File: src/rtl/dpsram_fifo_ctrl.sv
// FIFO controller around an external single-clock 128x13 dual-port SRAM.
// Port A is the write side and port B the read side. Reads have one cycle of
// latency, so a two-entry output buffer plus an in-flight flag keep
// OUT_DATA registered while still moving one sample per cycle.
module dpsram_fifo_ctrl #(
    parameter int DATA_W = 13,
    parameter int ADDR_W = 7,
    parameter int DEPTH  = 128
) (
    input  logic              CLK,
    input  logic              RESETN,
    input  logic              FLUSH,
    input  logic [DATA_W-1:0] IN_DATA,
    input  logic              IN_VALID,
    output logic              IN_READY,
    output logic [DATA_W-1:0] OUT_DATA,
    output logic              OUT_VALID,
    input  logic              OUT_READY,
    output logic [ADDR_W-1:0] RAM_A_ADDR,
    output logic [DATA_W-1:0] RAM_A_DIN,
    output logic              RAM_A_WEN,
    output logic [ADDR_W-1:0] RAM_B_ADDR,
    output logic [DATA_W-1:0] RAM_B_DIN,
    output logic              RAM_B_WEN,
    input  logic [DATA_W-1:0] RAM_B_DOUT,
    output logic [7:0]        LEVEL,
    output logic              FULL,
    output logic              EMPTY
);

    localparam int CW = ADDR_W + 1;

    logic [ADDR_W-1:0] r_wr_ptr;
    logic [ADDR_W-1:0] r_rd_ptr;
    logic [CW-1:0]     r_ram_count;
    logic [1:0]        r_out_count;
    logic              r_rd_inflight;
    logic [DATA_W-1:0] r_buf0;
    logic [DATA_W-1:0] r_buf1;
    logic              r_out_valid;
    logic [7:0]        r_level;
    logic              r_empty;

    logic              w_full;
    logic              w_accept;
    logic              w_pop;
    logic              w_issue;
    logic [2:0]        w_out_claim;
    logic [1:0]        w_cnt_after_pop;
    logic [1:0]        w_out_count_nxt;
    logic [CW-1:0]     w_ram_count_nxt;
    logic [7:0]        w_level_nxt;
    logic [DATA_W-1:0] w_buf0_nxt;
    logic [DATA_W-1:0] w_buf1_nxt;

    // Write side: IN_READY uses the pre-cycle count, so a same-cycle read
    // issue never opens a slot early.
    assign w_full   = (r_ram_count == CW'(DEPTH));
    assign IN_READY = RESETN & ~w_full & ~FLUSH;
    assign w_accept = IN_VALID & IN_READY;

    // Read side: issue only when the output buffer plus the in-flight read
    // still leaves room after this cycle's pop. A non-empty RAM means
    // rd_ptr != wr_ptr unless full, and full blocks the write, so port A and
    // port B never meet on one address.
    assign w_pop       = r_out_valid & OUT_READY;
    assign w_out_claim = {1'b0, r_out_count} + {2'b0, r_rd_inflight} - {2'b0, w_pop};
    assign w_issue     = (r_ram_count != '0) && (w_out_claim < 3'd2);

    assign RAM_A_WEN  = w_accept;
    assign RAM_A_ADDR = r_wr_ptr;
    assign RAM_A_DIN  = IN_DATA;
    assign RAM_B_ADDR = r_rd_ptr;
    assign RAM_B_DIN  = '0;
    assign RAM_B_WEN  = 1'b0;

    assign w_ram_count_nxt = r_ram_count + CW'(w_accept) - CW'(w_issue);
    assign w_cnt_after_pop = r_out_count - {1'b0, w_pop};
    assign w_out_count_nxt = w_cnt_after_pop + {1'b0, r_rd_inflight};
    assign w_level_nxt     = 8'(w_ram_count_nxt) + {6'b0, w_out_count_nxt} + {7'b0, w_issue};

    // Output buffer next state: shift on pop, then append returning read data
    // behind whatever remains.
    always_comb begin
        w_buf0_nxt = w_pop ? r_buf1 : r_buf0;
        w_buf1_nxt = r_buf1;
        if (r_rd_inflight) begin
            if (w_cnt_after_pop == 2'd0) begin
                w_buf0_nxt = RAM_B_DOUT;
            end else begin
                w_buf1_nxt = RAM_B_DOUT;
            end
        end
    end

    // Pointer, count, buffer and status registers; reset beats flush, and
    // both drop any read still in flight.
    always_ff @(posedge CLK) begin
        if (!RESETN || FLUSH) begin
            r_wr_ptr      <= '0;
            r_rd_ptr      <= '0;
            r_ram_count   <= '0;
            r_out_count   <= '0;
            r_rd_inflight <= 1'b0;
            r_buf0        <= '0;
            r_buf1        <= '0;
            r_out_valid   <= 1'b0;
            r_level       <= '0;
            r_empty       <= 1'b1;
        end else begin
            if (w_accept) begin
                r_wr_ptr <= r_wr_ptr + 1'b1;
            end
            if (w_issue) begin
                r_rd_ptr <= r_rd_ptr + 1'b1;
            end
            r_ram_count   <= w_ram_count_nxt;
            r_rd_inflight <= w_issue;
            r_out_count   <= w_out_count_nxt;
            r_buf0        <= w_buf0_nxt;
            r_buf1        <= w_buf1_nxt;
            r_out_valid   <= (w_out_count_nxt != 2'd0);
            r_level       <= w_level_nxt;
            r_empty       <= (w_level_nxt == 8'd0);
        end
    end

    assign OUT_DATA  = r_buf0;
    assign OUT_VALID = r_out_valid;
    assign LEVEL     = r_level;
    assign FULL      = w_full;
    assign EMPTY     = r_empty;

endmodule

File: config.mk
export PLATFORM = sky130hd
export DESIGN_NAME = dpsram_fifo_ctrl
export DESIGN_NICKNAME = d
export VERILOG_FILES = /design/src/rtl/dpsram_fifo_ctrl.sv
export SDC_FILE = /design/constraint.sdc
export NUM_CORES = 1
export LEC_CHECK = 0
export ABC_AREA = 1
export BUFFER_PORTS_ARGS = -buffer_cell sky130_fd_sc_hd__buf_4
export CAP_MARGIN = 20
export CORE_AREA = 2 2 75 112
export DETAILED_ROUTE_END_ITERATION = 8
export DIE_AREA = 0 0 77 114
export GPL_ROUTABILITY_DRIVEN = 0
export PLACE_DENSITY = 0.67
export RECOVER_POWER = 50
export REMOVE_ABC_BUFFERS = 1
export SLEW_MARGIN = 20
export SYNTH_ARGS = -nofsm -noshare
export SYNTH_HDL_FRONTEND = slang
export SYNTH_SLANG_ARGS = --single-unit
File: constraint.sdc
create_clock -name CLK -period 9.5 [get_ports CLK]
set_input_delay 1.425 -clock CLK [delete_from_list [all_inputs] [get_ports CLK]]
set_output_delay 1.425 -clock CLK [all_outputs]
set_load 0.01 [all_outputs]
==> run_results.csv, run 1 <==
group,metric,value,unit
status,status,"complete, but fails checks",
status,violations,"max-capacitance violations, max-slew violations",
layout,diodes,0,
worst_setup_path,worst_path_max_delay_cell,"fa_1",
worst_setup_path,cp_cell_sequence,"buf_4 -> nand2_1 -> inv_1 -> nor2_1 -> o21ai_0 -> fa_1 -> o21ai_0 -> a21oi_1 -> nand2_1 -> inv_1 -> ha_1 -> inv_1 -> ha_1 -> fa_1 -> inv_1 -> fa_1 -> nor2_2 -> nand3_1 -> nor2_2 -> nand2_1 -> nand2_1 -> nand3_2 -> nand3_1 -> nor2_2",
route,vias_per_cell,4.75,
timing,layout_min_cycle_time,5.51,ns
layout,drive_gt1_share,12.6,%
route,num_vias,2831,
timing,fmax,0.182,GHz
route,antenna_left,0,
timing,fin_tns_setup,0,ns
worst_setup_path,r2r-end,"EMPTY",
power_and_ir_drop,ir_drop,0.279,mV
grt,grt_pass1_wl,11600,um
worst_setup_path,arrival,5.73,ns
cts,post_cts_buffers,0,
timing,finalCritPeriodShare,58.0,%
synthesis,ys_types,29,
grt,grt_overflow_total,0,
layout,area_growth,14.8,%
grt,grt_pass1_vias,2657,
cts,htreeDepth,3,
worst_setup_path,crit_fanout,15,
power_and_ir_drop,p_per_area,403,nW/um2
timing,rsz0062_at_grt,"false",
worst_setup_path,crit_cells,24,
timing,drv_slew,39,
route,wl,7010,um
worst_setup_path,crit_start,"OUT_READY",
route,wl_per_cell,11.8,um
placed_design,io_buffers,57,
cts,cts-hold-fix-buffers,0,
worst_setup_path,worstSetupEndpoint,"EMPTY",
synthesis,synth_seq_cells,61,
route,dr.pass1.iters,4,
floorplan,start_util,41.4,%
timing,setup_viol,0,
cts,clk_path_buf_depth,2,
timing,max_slew_margin,-3.29,%
timing,worst_pin_slew,1.55,ns
grt,track_usage,16.6,%
power_and_ir_drop,power,1.51,mW
worst_setup_path,timing.rr.start,"OUT_VALID",
worst_setup_path,path_delay_family,"adder cells",
worst_setup_path,crit_path_end_kind,"flip-flop",
layout,num-fill-cells,836,
route,route.detailed.drc,0,
cts,clk_latency,0.32,ns
synthesis,synth-seq-area-share,37.3,%
hold_path,hold_start,"r_buf1[9]",
power_and_ir_drop,leakage,1.62,nW
hold_path,hp-class,"flip-flop to flip-flop",
synthesis,syn_avg_cell_area,7.38,um2
worst_setup_path,worstSetupPathType,"primary input to flip-flop",
worst_setup_path,worst-path-buf-inv,5,
cts,cts_resized,0,
floorplan,die_height,114,um
layout,layout_commonest_cell,"nand2_1",
cts,clockRootBuffer,"clkbuf_16",
cts,clock-sinks,61,
floorplan,die_w,77,um
worst_setup_path,r2r_cells,23,
run,max_cap_violations,1,
worst_setup_path,slowest_delay,0.53,ns
placed_design,dp_hpwl,5200,um
grt,grt_max_degree,39,
synthesis,ys.warnings.count,0,
grt,antenna_found_initial,0,
timing,final_hold_viol_count,0,
cts,path_clk_slew,0.05,ns
timing,skew,0.00576,ns
synthesis,syn_inst,444,
floorplan,pin_count,98,
cts,cts_tree,"built",
floorplan,core.rowCount,40,
layout,finalNetCount,539,
synthesis,synthesis.area,3280,um2
layout,final_cell_mix,"nand2_1 (70), nor2_1 (65), dfxtp_1 (61)",
worst_setup_path,cp.required,9.72,ns
floorplan,core,7910,um2
cts,cts_buffers,9,
floorplan,dieArea,8780,um2
worst_setup_path,critPathLaunchType,"primary input",
worst_setup_path,reg2reg_slack,4.82,ns
route,drtIter0Drc,77,
==> worst reg2reg max path, delay by kind of cell (launching register included) <==
family          cells  cell delay [ns]
compound gates      3             0.34
flops               1             0.34
fa+ha+maj           5             1.92
simple gates       11             1.26
buf+inv             4             0.74
==> power by group <==
group          leakage, nW  internal, mW  switching, mW
registers            0.496         0.303         0.0236
clock network        0.139         0.196          0.104
logic                0.982         0.314          0.575
total                 1.62         0.813          0.702
==> cells by family after synthesis <==
family / after synthesis / share of synthesized area (%)
other cells: 1 / 0.114
compound gates: 67 / 11.3
fa+ha+maj: 21 / 8.93
flops: 61 / 37.3
simple gates: 190 / 26.4
xor+xnor: 4 / 1.07
buf+inv: 100 / 14.9
==> state kept, by name, summed over array words and instances (netlist names) <==
signal,count
RAM_B_ADDR,7
LEVEL,8
r_buf1,13
r_out_count,2
OUT_VALID,1
RAM_A_ADDR,7
r_ram_count,8
EMPTY,1
OUT_DATA,13
r_rd_inflight,1
==> final cells by class <==
type / count / area, um2 / share of cell area, %
Multi-Input combinational cell: 296 / 1610 / 42.7
Sequential cell: 61 / 1220 / 32.5
Timing Repair Buffer: 58 / 293 / 7.78
Clock buffer: 14 / 274 / 7.29
Inverter: 61 / 229 / 6.09
Tap cell: 105 / 131 / 3.49
Clock inverter: 1 / 5.00 / 0.133
==> cells in the mapped netlist <==
master    count  share of area [%]
nand2_1      70                8.0
nor2_1       64                7.3
dfxtp_1      61                 37
inv_1        57                6.5
o21ai_0      33                5.0
buf_4        30                6.9
nand3_1      23                3.5
a21oi_1      19                2.9
ha_1         17                6.5
nand2_2      11                2.1
a31oi_1       8                1.5
nand3_2       6                1.8
nor2_2        6                1.1
a311oi_1      5                1.3
clkbuf_1      5               0.57
fa_1          4                2.4
inv_2         4               0.46
buf_1         3               0.34
nand2_4       2               0.69
nand4_1       2               0.38
nor2_4        2               0.69
nor3_1        2               0.31
o21a_1        2               0.46
xnor2_1       2               0.53
xor2_1        2               0.53
buf_2         1               0.15
conb_1        1               0.11
nand3b_1      1               0.23
nor4_1        1               0.19
==> how the worst min path moves through the flow <==
stage	slack, ns	endpoint	cells after the start
after CTS	0.48	OUT_DATA[9]	2
after global placement	0.46	r_buf1[1]	2
final	0.48	OUT_DATA[9]	2
after floorplan	0.46	r_buf1[0]	2
after detailed placement	0.47	r_buf1[5]	2
after global routing	0.50	OUT_DATA[3]	2
==> metrics by stage <==
step | instances | utilization, % | setup slack [ns] | hold slack [ns] | cell area [um2]
2_1_floorplan | 418 | - | 4.23 | 0.455 | 3070
3_3_place_gp | 581 | 46.0 | 3.78 | 0.465 | 3630
3_5_place_dp | 581 | 46.0 | 3.72 | 0.471 | 3630
4_1_cts | 596 | 49.5 | 4.03 | 0.476 | 3910
5_1_grt | 596 | 47.6 | 3.53 | 0.503 | 3760
6_report | 596 | 47.6 | 3.99 | 0.481 | 3760
==> metal layers <==
| layer | GRT usage (%) | share of wire [%] | vias up |
|---|---|---|---|
| met2 | 28.7 | 49 | 102 |
| met1 | 17.9 | 42 | 1249 |
| li1 | - | - | 1461 |
| met4 | 9.64 | 2.4 | 0 |
| met5 | 0 | 0 | - |
| met3 | 5.14 | 7.2 | 19 |
(Power assumes the default switching activity.)
==> run 2: changes to the inputs <==
--- a/config.mk
+++ b/config.mk
@@ -12,7 +12,7 @@
 export DETAILED_ROUTE_END_ITERATION = 8
 export DIE_AREA = 0 0 77 114
 export GPL_ROUTABILITY_DRIVEN = 0
-export PLACE_DENSITY = 0.67
+export PLACE_DENSITY = 0.7
 export RECOVER_POWER = 50
 export REMOVE_ABC_BUFFERS = 1
 export SLEW_MARGIN = 20
==> constraint.sdc (replaced) <==
create_clock -name CLK -period 4.55 [get_ports CLK]
set_input_delay 0.6825 -clock CLK [delete_from_list [all_inputs] [get_ports CLK]]
set_output_delay 0.6825 -clock CLK [all_outputs]
set_load 0.01 [all_outputs]
==> run_results.csv, run 2 (same netlist as run 1, synthesis figures left out) <==
group,metric,value,unit
worst_setup_path,path_delay_family,"adder cells",
worst_setup_path,worst_path_max_delay_cell,"fa_1",
timing,worst_pin_slew,0.684,ns
hold_path,whs_path_depth,2,
timing,layout_min_cycle_time,3.95,ns
route,dr.pass1.iters,7,
hold_path,hp-class,"flip-flop to flip-flop",
power_and_ir_drop,p_per_area,850,nW/um2
route,wl_per_cell,12.1,um
timing,finalCritPeriodShare,86.9,%
worst_setup_path,worstSetupPathType,"primary input to flip-flop",
hold_path,min_to,"OUT_DATA[4]",
worst_setup_path,cp_common_cell,"nand2_1",
route,antenna_left,0,
power_and_ir_drop,power,3.22,mW
route,num_vias,2854,
worst_setup_path,cp_cell_sequence,"buf_4 -> nand2_1 -> nor2_1 -> o21ai_0 -> fa_1 -> o21ai_0 -> a21oi_1 -> nand2_1 -> inv_1 -> ha_1 -> inv_1 -> ha_1 -> fa_1 -> inv_1 -> fa_1 -> nor2_2 -> nand3_1 -> nor2_2 -> nand2_1 -> nand2_1 -> nand3_2 -> nand3_1 -> nor2_2",
grt,grt_max_degree,38,
cts,clk_path_buf_depth,2,
timing,skew,0.00335,ns
floorplan,pin_count,98,
grt,gr-usage-met1,19.3,%
floorplan,core,7910,um2
worst_setup_path,crit_cells,23,
status,status,"finished clean",
timing,drv_slew,0,
timing,fin_tns_setup,0,ns
worst_setup_path,worst-path-buf-inv,4,
floorplan,die_w,77,um
worst_setup_path,r2r-end,"EMPTY",
layout,final_cell_mix,"nand2_1 (70), nor2_1 (64), dfxtp_1 (61)",
worst_setup_path,crit_fanout,3,
cts,post_cts_buffers,0,
grt,busiest_layer,"met2",
worst_setup_path,critPathLaunchType,"primary input",
layout,drive_gt1_share,13.5,%
timing,hold_ws,0.475,ns
route,drtIter0Drc,105,
timing,fmax,0.253,GHz
worst_setup_path,crit_path_end_kind,"flip-flop",
layout,num-fill-cells,825,
route,vias_per_cell,4.76,
layout,layout_commonest_cell,"nand2_1",
power_and_ir_drop,ir_drop,0.658,mV
grt,grt_pass1_vias,2761,
layout,diodes,0,
cts,clock-sinks,61,
grt,grt_overflow_total,0,
worst_setup_path,r2r_cells,22,
cts,cts_resized,0,
worst_setup_path,slowest_delay,0.52,ns
grt,track_usage,17.3,%
grt,antenna_found_initial,0,
timing,setup_ws,0.598,ns
cts,clk_latency,0.32,ns
hold_path,hold_start,"r_buf1[4]",
layout,multi_input_area,1610,um2
power_and_ir_drop,leakage,1.64,nW
worst_setup_path,cp.required,4.77,ns
layout,seqCellArea,1220,um2
cts,clockRootBuffer,"clkbuf_16",
run,max_cap_violations,0,
cts,cts_buffers,9,
cts,cts_tree,"built",
floorplan,core.rowCount,40,
timing,max_slew_margin,54.3,%
placed_design,dp_hpwl,5350,um
cts,cts-hold-fix-buffers,0,
placed_design,pre_cts_ws,0.252,ns
cts,htreeDepth,3,
worst_setup_path,reg2reg_slack,0.69,ns
floorplan,dieArea,8780,um2
floorplan,die_height,114,um
route,route.detailed.drc,0,
route,wl,7260,um
grt,grt_util_met3,6.49,%
grt,grtUsageMet2,29.9,%
layout,finalNetCount,543,
timing,rsz0062_at_grt,"false",
cts,path_clk_slew,0.05,ns
timing,final_hold_viol_count,0,
worst_setup_path,timing.rr.start,"OUT_VALID",
worst_setup_path,arrival,4.17,ns
grt,grt_pass1_wl,12200,um
timing,setup_viol,0,
floorplan,start_util,41.4,%
placed_design,io_buffers,57,
layout,utilization,48.0,%
layout,area_growth,15.8,%
[run 2: cell count changes in the layout (fill, tap and decap cells not counted)]
cell      change
nor2_2        +1
clkbuf_4      -1
buf_4         +5
nor2_1        -1
[run 2: final cells by class]
cell class              instances  share of cell area (%)
multi-input cells             296                    42.4
flip-flops and latches         61                    32.2
repair buffers                 62                    8.51
clock buffers                  14                    7.22
inverters                      61                    6.04
well taps                     105                    3.46
clock inverters                 1                   0.132
[run 2: worst register-to-register path: cells and delay by family (launching register included)]
family / cells / cell delay (ns)
AO/OA/AOI/OAI: 3 / 0.37
adder cells (fa/ha/maj): 5 / 1.84
buffers and inverters: 3 / 0.19
flip-flops: 1 / 0.33
AND/OR/NAND/NOR: 11 / 1.07
[run 2: worst max-delay path by stage]
stage | to | from | slack [ns]
2_1_floorplan | EMPTY | OUT_READY | 0.02
3_3_place_gp | EMPTY | OUT_READY | 0.40
3_5_place_dp | EMPTY | OUT_READY | 0.25
4_1_cts | EMPTY | OUT_READY | 0.59
5_1_grt | EMPTY | OUT_READY | 0.21
6_report | EMPTY | OUT_READY | 0.60
[run 2: metal layers]
layer  vias up  wire [um]  share of wire (%)
li1       1462          -                  -
met1      1295       3030                 42
met4         0         68               0.94
met5         -          0                  0
met2        91       3670                 50
met3         6        492                6.8
[run 2: power by group]
part           total [mW]  leakage (nW)  internal (mW)  switching [mW]
sequential          0.679         0.496          0.632          0.0465
combinational        1.92          1.00          0.683            1.23
clock               0.629         0.139          0.409           0.220
[run 2: through the flow]
step / instance area, um2 / cells
2_1_floorplan: 3070 / 418
3_3_place_gp: 3660 / 585
3_5_place_dp: 3660 / 585
4_1_cts: 3940 / 600
5_1_grt: 3790 / 600
6_report: 3790 / 600
